### config.mk
export PLATFORM = sky130hd
export DESIGN_NAME = stdp_grad_gen_flat
export DESIGN_NICKNAME = d
export VERILOG_FILES = /design/src/rtl/stdp_grad_gen_if.sv /design/src/rtl/stdp_grad_gen.sv /design/src/flat_wrapper.sv
export SDC_FILE = /design/constraint.sdc
export NUM_CORES = 1
export LEC_CHECK = 0
export ABC_CLOCK_PERIOD_IN_PS = 4700
export CAP_MARGIN = 20
export CORE_MARGIN = 1
export CORE_UTILIZATION = 31
export CTS_CLUSTER_SIZE = 8
export DETAILED_ROUTE_END_ITERATION = 8
export HOLD_SLACK_MARGIN = 0.1
export SLEW_MARGIN = 20
export SYNTH_ARGS = -nofsm -noshare
export SYNTH_HDL_FRONTEND = slang
export SYNTH_SLANG_ARGS = --single-unit
### constraint.sdc
create_clock -name clk -period 4.7 [get_ports clk]
set_input_delay 1.175 -clock clk [delete_from_list [all_inputs] [get_ports clk]]
set_output_delay 1.175 -clock clk [all_outputs]
set_load 0.005 [all_outputs]
### src/rtl/stdp_grad_gen_if.sv
// rtl/stdp_grad_gen_if.sv - gradient beat stream from stdp_grad_gen to the weight optimizer
interface stdp_grad_gen_if #(
   parameter int N_SYN = 8
);
   localparam int IW = $clog2(N_SYN);

   logic              grad_valid;
   logic              grad_ready;
   logic [IW-1:0]     grad_idx;
   logic signed [7:0] grad_out;
   logic              grad_spike;

   modport master (output grad_valid, grad_idx, grad_out, grad_spike, input grad_ready);
   modport slave  (input grad_valid, grad_idx, grad_out, grad_spike, output grad_ready);
endinterface

### src/rtl/stdp_grad_gen.sv
// rtl/stdp_grad_gen.sv - STDP trace-based gradient generator streaming one gradient per synapse per tick
// Optional macro GRAD_ZERO_SKIP_EN: emit only nonzero gradients.
module stdp_grad_gen #(
   parameter int N_SYN       = 8,
   parameter int TRACE_W     = 8,
   parameter int TRACE_INC   = 64,
   parameter int DECAY_SHIFT = 2,
   parameter int GRAD_SHIFT  = 3
) (
   input  logic               clk,
   input  logic               rst_n,
   input  logic               tick,
   input  logic [N_SYN-1:0]   pre_spike,
   input  logic               post_spike,
   stdp_grad_gen_if.master    gr,
   output logic               busy,
   output logic               done,
   output logic               overrun
);
   localparam int IW = $clog2(N_SYN);
   localparam int SW = TRACE_W + 2;
   localparam logic signed [SW-1:0] G_MAX = SW'(127);
   localparam logic signed [SW-1:0] G_MIN = SW'(-128);
   localparam logic [SW-1:0]        T_MAX = SW'((1 << TRACE_W) - 1);

   typedef enum logic [1:0] {S_IDLE, S_SCAN, S_UPDATE} state_t;

   state_t               state_q, state_d;
   logic [N_SYN-1:0]     sp_pre_q, sp_pre_d;
   logic                 sp_post_q, sp_post_d;
   logic [TRACE_W-1:0]   pre_trace_q [N_SYN];
   logic [TRACE_W-1:0]   pre_trace_d [N_SYN];
   logic [TRACE_W-1:0]   post_trace_q, post_trace_d;
   logic                 grad_valid_q, grad_valid_d;
   logic [IW-1:0]        grad_idx_q, grad_idx_d;
   logic signed [7:0]    grad_out_q, grad_out_d;
   logic                 grad_spike_q, grad_spike_d;
   logic                 busy_q, busy_d;
   logic                 done_q, done_d;
   logic                 overrun_q, overrun_d;

   logic [N_SYN-1:0]     sel_pre;
   logic                 sel_post;
   logic signed [SW-1:0] diff;
   logic signed [7:0]    grad_all [N_SYN];
   logic [N_SYN-1:0]     grad_nz;
   logic [IW:0]          scan_start;
   logic                 nxt_found;
   logic [IW-1:0]        nxt_idx;

   function automatic logic [TRACE_W-1:0] decay_inc(input logic [TRACE_W-1:0] t, input logic s);
      logic [SW-1:0] n;
      n = {2'b00, t} - {2'b00, t >> DECAY_SHIFT} + (s ? SW'(TRACE_INC) : SW'(0));
      return (n > T_MAX) ? T_MAX[TRACE_W-1:0] : n[TRACE_W-1:0];
   endfunction

   // In IDLE the first beat is computed from the live spike inputs, since the latch happens on the same edge.
   always_comb begin
      sel_pre  = (state_q == S_IDLE) ? pre_spike : sp_pre_q;
      sel_post = (state_q == S_IDLE) ? post_spike : sp_post_q;
      grad_all = '{default: '0};
      grad_nz  = '0;
      diff     = '0;
      for (int i = 0; i < N_SYN; i++) begin
         diff = (sel_pre[i] ? {2'b00, post_trace_q >> GRAD_SHIFT} : '0)
              - (sel_post ? {2'b00, pre_trace_q[i] >> GRAD_SHIFT} : '0);
         if (diff > G_MAX)      grad_all[i] = 8'h7F;
         else if (diff < G_MIN) grad_all[i] = 8'h80;
         else                   grad_all[i] = diff[7:0];
         grad_nz[i] = (grad_all[i] != '0);
      end
   end

   always_comb begin
      scan_start = (state_q == S_IDLE) ? '0 : ({1'b0, grad_idx_q} + (IW+1)'(1));
      nxt_found  = 1'b0;
      nxt_idx    = '0;
`ifdef GRAD_ZERO_SKIP_EN
      for (int i = N_SYN - 1; i >= 0; i--) begin
         if (((IW+1)'(i) >= scan_start) && grad_nz[i]) begin
            nxt_found = 1'b1;
            nxt_idx   = IW'(i);
         end
      end
`else
      nxt_found = (scan_start < (IW+1)'(N_SYN));
      nxt_idx   = scan_start[IW-1:0];
`endif
   end

   always_comb begin
      state_d      = state_q;
      sp_pre_d     = sp_pre_q;
      sp_post_d    = sp_post_q;
      pre_trace_d  = pre_trace_q;
      post_trace_d = post_trace_q;
      grad_valid_d = grad_valid_q;
      grad_idx_d   = grad_idx_q;
      grad_out_d   = grad_out_q;
      grad_spike_d = grad_spike_q;
      busy_d       = busy_q;
      done_d       = 1'b0;
      overrun_d    = overrun_q | (tick && (state_q != S_IDLE));
      unique case (state_q)
         S_IDLE: begin
            if (tick) begin
               sp_pre_d  = pre_spike;
               sp_post_d = post_spike;
               busy_d    = 1'b1;
               if ((pre_spike == '0) && !post_spike) begin
                  state_d = S_UPDATE;
                  done_d  = 1'b1;
               end else begin
                  state_d      = S_SCAN;
                  grad_valid_d = nxt_found;
                  grad_idx_d   = nxt_idx;
                  grad_out_d   = grad_all[nxt_idx];
                  grad_spike_d = grad_nz[nxt_idx];
               end
            end
         end
         S_SCAN: begin
            if (!grad_valid_q || gr.grad_ready) begin
               if (grad_valid_q && nxt_found) begin
                  grad_idx_d   = nxt_idx;
                  grad_out_d   = grad_all[nxt_idx];
                  grad_spike_d = grad_nz[nxt_idx];
               end else begin
                  state_d      = S_UPDATE;
                  done_d       = 1'b1;
                  grad_valid_d = 1'b0;
                  grad_out_d   = '0;
                  grad_spike_d = 1'b0;
               end
            end
         end
         S_UPDATE: begin
            for (int i = 0; i < N_SYN; i++)
               pre_trace_d[i] = decay_inc(pre_trace_q[i], sp_pre_q[i]);
            post_trace_d = decay_inc(post_trace_q, sp_post_q);
            state_d      = S_IDLE;
            busy_d       = 1'b0;
         end
         default: state_d = S_IDLE;
      endcase
   end

   always_ff @(posedge clk) begin
      if (!rst_n) begin
         state_q      <= S_IDLE;
         sp_pre_q     <= '0;
         sp_post_q    <= 1'b0;
         for (int i = 0; i < N_SYN; i++) pre_trace_q[i] <= '0;
         post_trace_q <= '0;
         grad_valid_q <= 1'b0;
         grad_idx_q   <= '0;
         grad_out_q   <= '0;
         grad_spike_q <= 1'b0;
         busy_q       <= 1'b0;
         done_q       <= 1'b0;
         overrun_q    <= 1'b0;
      end else begin
         state_q      <= state_d;
         sp_pre_q     <= sp_pre_d;
         sp_post_q    <= sp_post_d;
         pre_trace_q  <= pre_trace_d;
         post_trace_q <= post_trace_d;
         grad_valid_q <= grad_valid_d;
         grad_idx_q   <= grad_idx_d;
         grad_out_q   <= grad_out_d;
         grad_spike_q <= grad_spike_d;
         busy_q       <= busy_d;
         done_q       <= done_d;
         overrun_q    <= overrun_d;
      end
   end

   assign gr.grad_valid = grad_valid_q;
   assign gr.grad_idx   = grad_idx_q;
   assign gr.grad_out   = grad_out_q;
   assign gr.grad_spike = grad_spike_q;
   assign busy          = busy_q;
   assign done          = done_q;
   assign overrun       = overrun_q;
endmodule

### src/flat_wrapper.sv
// flat-port wrapper written by rule: the top's interface ports become plain ports
module stdp_grad_gen_flat 
#(
   parameter int N_SYN       = 8,
   parameter int TRACE_W     = 8,
   parameter int TRACE_INC   = 64,
   parameter int DECAY_SHIFT = 2,
   parameter int GRAD_SHIFT  = 3
)
  (clk, rst_n, tick, pre_spike, post_spike, busy, done, overrun, gr_grad_valid, gr_grad_idx, gr_grad_out, gr_grad_spike, gr_grad_ready);
  stdp_grad_gen_if #(.N_SYN(N_SYN)) gr_i ();
  input  logic clk;
  input  logic rst_n;
  input  logic tick;
  input  logic [N_SYN-1:0] pre_spike;
  input  logic post_spike;
  output logic busy;
  output logic done;
  output logic overrun;
  output wire logic [$bits(gr_i.grad_valid)-1:0] gr_grad_valid;
  output wire logic [$bits(gr_i.grad_idx)-1:0] gr_grad_idx;
  output wire logic [$bits(gr_i.grad_out)-1:0] gr_grad_out;
  output wire logic [$bits(gr_i.grad_spike)-1:0] gr_grad_spike;
  input wire logic [$bits(gr_i.grad_ready)-1:0] gr_grad_ready;
  assign gr_grad_valid = gr_i.grad_valid;
  assign gr_grad_idx = gr_i.grad_idx;
  assign gr_grad_out = gr_i.grad_out;
  assign gr_grad_spike = gr_i.grad_spike;
  assign gr_i.grad_ready = gr_grad_ready;
  stdp_grad_gen #(.N_SYN(N_SYN), .TRACE_W(TRACE_W), .TRACE_INC(TRACE_INC), .DECAY_SHIFT(DECAY_SHIFT), .GRAD_SHIFT(GRAD_SHIFT)) u_core (.clk(clk), .rst_n(rst_n), .tick(tick), .pre_spike(pre_spike), .post_spike(post_spike), .gr(gr_i), .busy(busy), .done(done), .overrun(overrun));
endmodule
### Word-level counts from Yosys, hierarchy flattened

Index checks and enable logic that the tools add are counted.

* output and inout port bits: 16
* register bits: 99
* word-level logic and storage cells: 198

* $lt $le $gt $ge: 28
* bitwise gates (word level): 2
* eq/ne operators: 7
* $add $sub $neg: 27
* multiplexer cells: 90
* reduce and logical (&&, ||, !) cells: 25

Operator list (count)
* 8-bit 2-to-1 mux: 32
* 10-bit by 8-bit > comparator with 1-bit output (second input constant): 17
* 10-bit adder: 9
* 8-bit by 6-bit subtractor with 9-bit output: 9
* 10-bit by 8-bit < comparator with 1-bit output (second input constant): 8
* 5-bit 2-to-1 mux: 16
* 10-bit subtractor: 8
* 8-bit nonzero test: 8
* 7-bit 2-to-1 mux: 9
* 8-bit binary-select mux with 3-bit select: 1
* 8-bit one-hot mux with 2 select lines: 1
* 1-bit 2-to-1 mux: 15
* 3-bit 2-to-1 mux: 4
* 5-bit AND reduction: 2
* 8-bit logical NOT: 1
* 2-bit 2-to-1 mux: 4
* 1-bit one-hot mux with 2 select lines: 4
* 2-bit != test (second input constant): 3
* 3-bit one-hot mux with 2 select lines: 1
* 2-bit nonzero test: 3
* 3-bit by 1-bit adder with 4-bit output (second input constant): 1
* 4-bit greater-or-equal comparator (second input constant): 1
* 3-bit by 4-bit < comparator with 1-bit output (second input constant): 1
* 4-bit < comparator (second input constant): 1
* 15 further kinds: 20

### Logic depth before layout (Yosys ltp)

Gate-level depths: netlist of the first run.

* depth after elaboration: 13
* depth in mapped cells: 20

### Worst setup path before layout of the first run

Ideal clock, no wire load.

* kind: input-to-reg
* from: input port post_spike
* to: register u_core.grad_spike_q (netlist: u_core.gr.grad_spike)
* cell stages on the path: 15
* buffers on the path: 1
* data required time: 4583 ps
* slack: 106 ps
* data arrival time: 4477 ps
* path through: mux2_2 -> clkbuf_1 -> and2_1 -> ha_1 -> fa_1 -> nor2b_1 -> o21ai_0 -> nand2b_1 -> fa_1 -> nor2_1 -> ha_1 -> or4_1 -> or3_1 -> a31o_1 -> o22a_1

* cells in the longest elaborated chain, start to end: 12
* elaborated cells between the ends (all ways): 68
* classes of those cells: add/sub (8); order compare (16); eq/ne (1); mux (32); reduce/logical (11)

RTL lines
* start, declared: line flat_wrapper.sv:16 `input logic post_spike;`
* 1-bit 2-to-1 mux: line stdp_grad_gen.sv:60 `sel_post = (state_q == S_IDLE) ? post_spike : sp_post_q;`
* 5-bit 2-to-1 mux: line stdp_grad_gen.sv:66 `- (sel_post ? {2'b00, pre_trace_q[i] >> GRAD_SHIFT} : '0);`
* 10-bit subtractor: line stdp_grad_gen.sv:66
* 10-bit by 8-bit < comparator with 1-bit output: line stdp_grad_gen.sv:68 `else if (diff < G_MIN) grad_all[i] = 8'h80;`
* 8-bit 2-to-1 mux: line stdp_grad_gen.sv:68
* 8-bit 2-to-1 mux: line stdp_grad_gen.sv:67 `if (diff > G_MAX) grad_all[i] = 8'h7F;`
* 8-bit nonzero test: line stdp_grad_gen.sv:70 `grad_nz[i] = (grad_all[i] != '0);`
* 1-bit binary-select mux with 3-bit select: line stdp_grad_gen.sv:118, stdp_grad_gen.sv:127
* 1-bit 2-to-1 mux (not written as such): line stdp_grad_gen.sv:118, stdp_grad_gen.sv:127
* 1-bit 2-to-1 mux (on tied branches): line stdp_grad_gen.sv:124, stdp_grad_gen.sv:110
* 1-bit 2-to-1 mux (on tied branches): line stdp_grad_gen.sv:123, stdp_grad_gen.sv:106
* 1-bit one-hot mux with 2 select lines: line stdp_grad_gen.sv:104 `unique case (state_q)`
* end signal, assigned: line stdp_grad_gen.sv:171 `grad_spike_q <= grad_spike_d;`
* end, declared: line stdp_grad_gen.sv:37 `logic grad_spike_q, grad_spike_d;`

Parallel ways exist; a longest one is shown, timed or not. The select of a mux whose other input is x is not followed.
A chain may end at the register's enable or synchronous reset.

### Final worst setup path of the first run

Same ends and word-level chain as after synthesis.

==> results of run 1 <==
[stage by stage]
stage               hold WS (ns)  cells  cell area [um2]  total power (W)
floorplan                  0.442   1179             9590          0.00186
global placement           0.436   1680            11100          0.00226
detailed placement         0.442   1680            11100          0.00228
CTS                        0.454   1696            11400          0.00312
global route               0.499   1696            11400          0.00331
finish                     0.448   1696            11400          0.00311
[synthesized netlist by cell type, drive strengths merged, types with 26 or more instances]
library cell	count	area, um2
o221a	53	597
nand2b	47	294
o21ai	70	358
ha	121	1510
clkbuf	27	101
xnor2	43	377
nor2b	35	219
nor3	26	130
nor2	125	472
inv	103	387
nand2	75	282
dfxtp	99	1980
a21oi	68	352
[critical path: stages]
cell and delay [ns]:
clkdlybuf4s50_1 0.45, mux2_4 0.33, and2_1 0.18, ha_1 0.21
fa_2 0.35, nor2b_2 0.13, o21ai_0 0.08, nand2b_1 0.09
fa_2 0.21, nor2_1 0.05, ha_1 0.28, or4_1 0.51
or3_1 0.32, a31o_1 0.22, o22a_1 0.18
[sequential cells by signal (all words and copies together) (netlist names)]
signal / count
u_core.pre_trace_q: 64
u_core.gr.grad_out: 8
u_core.post_trace_q: 8
u_core.sp_pre_q: 8
u_core.gr.grad_idx: 3
u_core.state_q: 2
u_core.busy: 1
u_core.done: 1
u_core.gr.grad_spike: 1
u_core.gr.grad_valid: 1
u_core.overrun: 1
u_core.sp_post_q: 1
[power by group through the flow]
stage	clock network [W]	logic, W	registers [W]
final	0.000826	0.00135	0.000939
after detailed placement	0	0.00132	0.000958
after global placement	0	0.00130	0.000957
after floorplan	0	0.000917	0.000940
after CTS	0.000849	0.00133	0.000938
after global routing	0.000872	0.00150	0.000946
[kinds of logic (layout without fill, tap and decap cells)]
logic type	Yosys count	after routing	share of synthesized area [%]
DFF	99	99	20.7
AOI/OAI and AO/OA	335	335	26.1
xor gates and xnor gates	55	55	5.02
and+or+nand+nor	382	382	19.6
buffers and inverters	146	267	5.92
muxes	16	16	1.68
adders and majority gates	146	146	21.0
[worst paths after layout]
path                      from              endpoint  slack [ns]  depth (start not counted)
min reg2reg     u_core.overrun        u_core.overrun        0.45                          2
max                 post_spike  u_core.gr.grad_spike        0.18                         15
max reg2reg  u_core.state_q[0]  u_core.gr.grad_spike        0.76                         16
min             u_core.overrun        u_core.overrun        0.45                          2
[area by class of cell]
class	count	area [um2]	area share (%)
Multi-Input combinational cell	934	7090	61.9
Sequential cell	99	1980	17.3
Timing Repair Buffer	146	1160	10.1
Tap cell	396	495	4.33
Inverter	105	394	3.44
Clock buffer	13	280	2.45
Clock inverter	3	43.8	0.383
[metal layers]
| metal | share of wire [%] | track usage, % | vias to the layer above | wire (um) |
|---|---|---|---|---|
| met5 | 0 | 0 | - | 0 |
| met4 | 1.6 | 5.16 | 0 | 407 |
| met3 | 4.8 | 2.25 | 25 | 1260 |
| met2 | 44 | 26.7 | 188 | 11500 |
| met1 | 50 | 23.9 | 4259 | 13000 |
| li1 | - | - | 4509 | - |
[what timing repair did]
item | 4_1_cts | 5_1_grt
hold endpoints to repair | 0 | 0
buffers inserted | 0 | 0
endpoints found under the setup margin | 0 | 5
gates resized for setup | 0 | 11
==> results_dict.tcl, run 1 <==
set metrics [dict create \
    outcome "completed" \
    layout-drive-gt1-share_pct 14.2 \
    synth_nets 1338 \
    grt_remaining_overflow 0 \
    ir_drop_mv 0.192 \
    cts-root-buf "clkbuf_16" \
    combPwrFrac_pct 43.3 \
    drv_slew 0 \
    initial_core_util_pct 31.4 \
    dr.pass1.iters 5 \
    drtIter0Drc 579 \
    clockPowerShare_pct 26.5 \
    via_per_inst 5.30 \
    maxCapViolCount 0 \
    fin_nets 1454 \
    critPathMaxFanout 6 \
    p_sw_share_pct 35.7 \
    final_cell_mix "124 x nor2_1, 121 x ha_1, 118 x buf_4" \
    yosys_warnings 0 \
    vias 8981 \
    clock.fmax_mhz 221 \
    p_per_area_mw_per_mm2 272 \
    die-area_mm2 0.0316 \
    ios 29 \
    synth_area_mm2 0.00959 \
    setup_ws_ns 0.184 \
    relSlewSlack_pct 25.1 \
    synth_cell_types 73 \
    clk_path_buf_depth 2 \
    finalSetupViolations 0 \
    grt_start_max_net_pins 67 \
    clk_latency_ns 0.36 \
    synth-seq-cells 99 \
    fp-row-count 64 \
    dp_slack_ns -0.310 \
    finalSetupTns_ns 0 \
    core_mm2 0.0305 \
    cp.required_ns 4.96 \
    wl_mm 26.2 \
    avgSynthCellArea_um2 8.13 \
    switchingPower_w 0.00111 \
    h-tree-depth 3 \
    syn_to_final_growth_pct 19.4 \
    critPathKind "in -> reg" \
    worstMarginPinSlew_ns 1.12 \
    final_common_cell "nor2_1" \
    critPathLaunchType "input pin" \
    synthFlopType "dfxtp_1" \
    antenna_found_initial 0 \
    grt_first_pass_wirelength_mm 42.9 \
    grt_use_total_pct 17.0 \
    hold_class "reg -> reg" \
    place.gp.congestion 0.946 \
    fillers 3090 \
    cts_tree "built" \
    die_h_um 178 \
    hold_violations 0 \
    pwr-share-seq_pct 30.2 \
    ys_async_sr_fraction_pct 0 \
    hold_buffers 0 \
    syn_inst 1179 \
    grt_pass1_vias 8580 \
    period_share_pct 96.1 \
    p_int_w 0.00200 \
    die_w_um 178 \
    finalCriticalPeriod_ns 4.52 \
    cts_buffers 9 \
    grt_setup_unrepaired "no" \
    antenna_cells 0 \
    cts_num_sinks 99 \
    synth-edff-count 0 \
    clk_pin_slew_ns 0.07 \
    endpoint_kind "flip-flop" \
    drc 0 \
    p_leak_nw 4.68 \
    io_buffers 28 \
    drt-wirelength-per-cell_um 15.5 \
    cp.arrival_ns 4.77 \
    fin_skew_ns 0.00864 \
    final_core_util_pct 37.5 \
    dp_hpwl_mm 20.0 \
    final_antenna_net_count 0 \
    yosysSeqAreaShare_pct 20.7 \
]
Power figures use the tool's default switching activity.
==> inputs of run 2 (changes only) <==
- PLACE_DENSITY: not set -> 0.56
==> run 2 against run 1 <==
Compared with the run above: clock-buffer cell count down 3; global-route usage up 1.3 points; hold slack better by 0.0021 ns; setup slack worse by 0.062 ns; total power down 1.5%; first-iteration DRC count down 2.4%; via count down 0.12%; largest power group unchanged.
==> results_dict.tcl, run 2 (synthesis gave the netlist of run 1 again) <==
set metrics [dict create \
    grt_use_total_pct 18.3 \
    wl_met1_mm 13.5 \
    maxCapViolCount 0 \
    h-tree-depth 3 \
    cts-root-buf "clkbuf_16" \
    min-delay-start "u_core.overrun" \
    initial_core_util_pct 31.4 \
    relSlewSlack_pct 29.1 \
    layout-drive-gt1-share_pct 14.4 \
    period_share_pct 97.4 \
    critPathLaunchType "input pin" \
    min_to "u_core.overrun" \
    fp-row-count 64 \
    grt_remaining_overflow 0 \
    final_core_util_pct 37.6 \
    io_buffers 28 \
    fin_nets 1464 \
    final_cell_mix "127 x buf_4, 124 x nor2_1, 121 x ha_1" \
    p_total_w 0.00307 \
    outcome "completed" \
    wl_mm 27.3 \
    clk_latency_ns 0.37 \
    largest_register_ffs 64 \
    grt_pass1_vias 8897 \
    p_leak_nw 4.70 \
    grt_first_pass_wirelength_mm 45.8 \
    hold_class "reg -> reg" \
    final_antenna_net_count 0 \
    min_path_cells 2 \
    place.gp.congestion 0.919 \
    crit_path_cell_trace "clkdlybuf4s15_1 > mux2_4 > buf_4 > buf_4 > and2_1 > ha_1 > fa_1 > nor2b_1 > o21ai_0 > nand2b_1 > fa_1 > nor2b_1 > ha_1 > nor4b_2 > nand4_1 > o2111ai_1 > a21oi_1 > o22a_1" \
    dr_wl_met3_mm 1.05 \
    antenna_found_initial 0 \
    drc 0 \
    top_layer_used "met4" \
    worstMarginPinSlew_ns 1.06 \
    dp_cells 1689 \
    grt_start_max_net_pins 35 \
    final_cells 1706 \
    fillers 3138 \
    cts_num_sinks 99 \
    slowest_delay_ns 0.40 \
    reg2reg_depth 16 \
    drtIter0Drc 565 \
    cts_tree "built" \
    critPathMaxFanout 13 \
    core_mm2 0.0305 \
    endpoint_kind "flip-flop" \
    critPathKind "in -> reg" \
    clock.fmax_mhz 218 \
    slowest_stage "fa_1" \
    ios 29 \
    syn_to_final_growth_pct 19.7 \
    p_per_area_mw_per_mm2 267 \
    r2r-start "u_core.state_q[0]" \
    reg2reg_to "u_core.gr.grad_spike" \
    finalSetupViolations 0 \
    wl_met2_mm 12.2 \
    crit_start "post_spike" \
    finalCriticalPeriod_ns 4.58 \
    drt-wirelength-per-cell_um 16.0 \
    via_per_inst 5.26 \
    r2r_slack_ns 0.30 \
    ir_drop_mv 0.189 \
    cts_buffers 9 \
    dr.pass1.iters 5 \
    die-area_mm2 0.0316 \
    clk_path_buf_depth 2 \
    antenna_cells 0 \
    largest_register "u_core.pre_trace_q" \
    cp.required_ns 4.96 \
    fin_skew_ns 0.00905 \
    final_common_cell "buf_4" \
    cp.arrival_ns 4.84 \
    die_w_um 178 \
    hold_violations 0 \
    die_h_um 178 \
    clk_pin_slew_ns 0.08 \
    vias 8970 \
    dp_hpwl_mm 20.5 \
    drv_slew 0 \
]
## run 2: final cells by class
cell class / instances / area [um2] / share of cell area, %
multi-input combinational: 935 / 7090 / 61.8
clock inverter: 6 / 47.5 / 0.414
inverter: 105 / 394 / 3.44
clock buffer: 10 / 239 / 2.08
timing repair buffer: 155 / 1230 / 10.7
tap: 396 / 495 / 4.32
sequential: 99 / 1980 / 17.3
## run 2: how the worst max path moves through the flow
stage,slack [ns],endpoint,cells after the start
after CTS,0.18,u_core.gr.grad_spike,18
after global placement,-0.36,u_core.gr.grad_spike,17
after floorplan,0.11,u_core.gr.grad_spike,15
after global routing,-0.03,u_core.gr.grad_spike,18
final,0.12,u_core.gr.grad_spike,18
after detailed placement,-0.46,u_core.gr.grad_spike,18
## run 2: report_power, final
group,switching [W],internal [W]
sequential,0.0000545,0.000886
clock,0.000385,0.000381
combinational,0.000709,0.000651
total,0.00115,0.00192
## run 2: per-layer routing
metal / vias up / global-route usage, %
met5: - / 0
met4: 0 / 6.73
met3: 29 / 2.19
met2: 175 / 29.0
met1: 4247 / 25.3
li1: 4519 / -
## run 2: critical path: cells and delay by family
family	cells	cell delay (ns)
adders and majority gates	4	1.09
muxes	1	0.38
buffers and inverters	3	0.70
AOI/OAI and AO/OA	4	0.60
and+or+nand+nor	6	0.88
## run 2: through the flow
stage / setup TNS [ns] / area (um2) / setup WS [ns] / hold WS, ns
6_report: 0 / 11500 / 0.123 / 0.450
5_1_grt: -0.0274 / 11500 / -0.0274 / 0.470
4_1_cts: 0 / 11400 / 0.183 / 0.452
3_5_place_dp: -2.52 / 11100 / -0.465 / 0.440
3_3_place_gp: -1.84 / 11100 / -0.364 / 0.437
2_1_floorplan: 0 / 9590 / 0.106 / 0.442
## run 2: what timing repair did
| item | 4_1_cts | 5_1_grt |
|---|---|---|
| endpoints found under the setup margin | 1 | 1 |
| buffers inserted | 0 | 0 |
| cloned | 1 | 0 |
| gates resized for setup | 2 | 5 |
| hold buffers | 0 | 0 |
==> inputs of run 3 (changes only) <==
- CTS_CLUSTER_DIAMETER: not set -> 120
==> results of run 3 <==
Same layout as run 2: the final DEF is identical, and so are final timing and power.
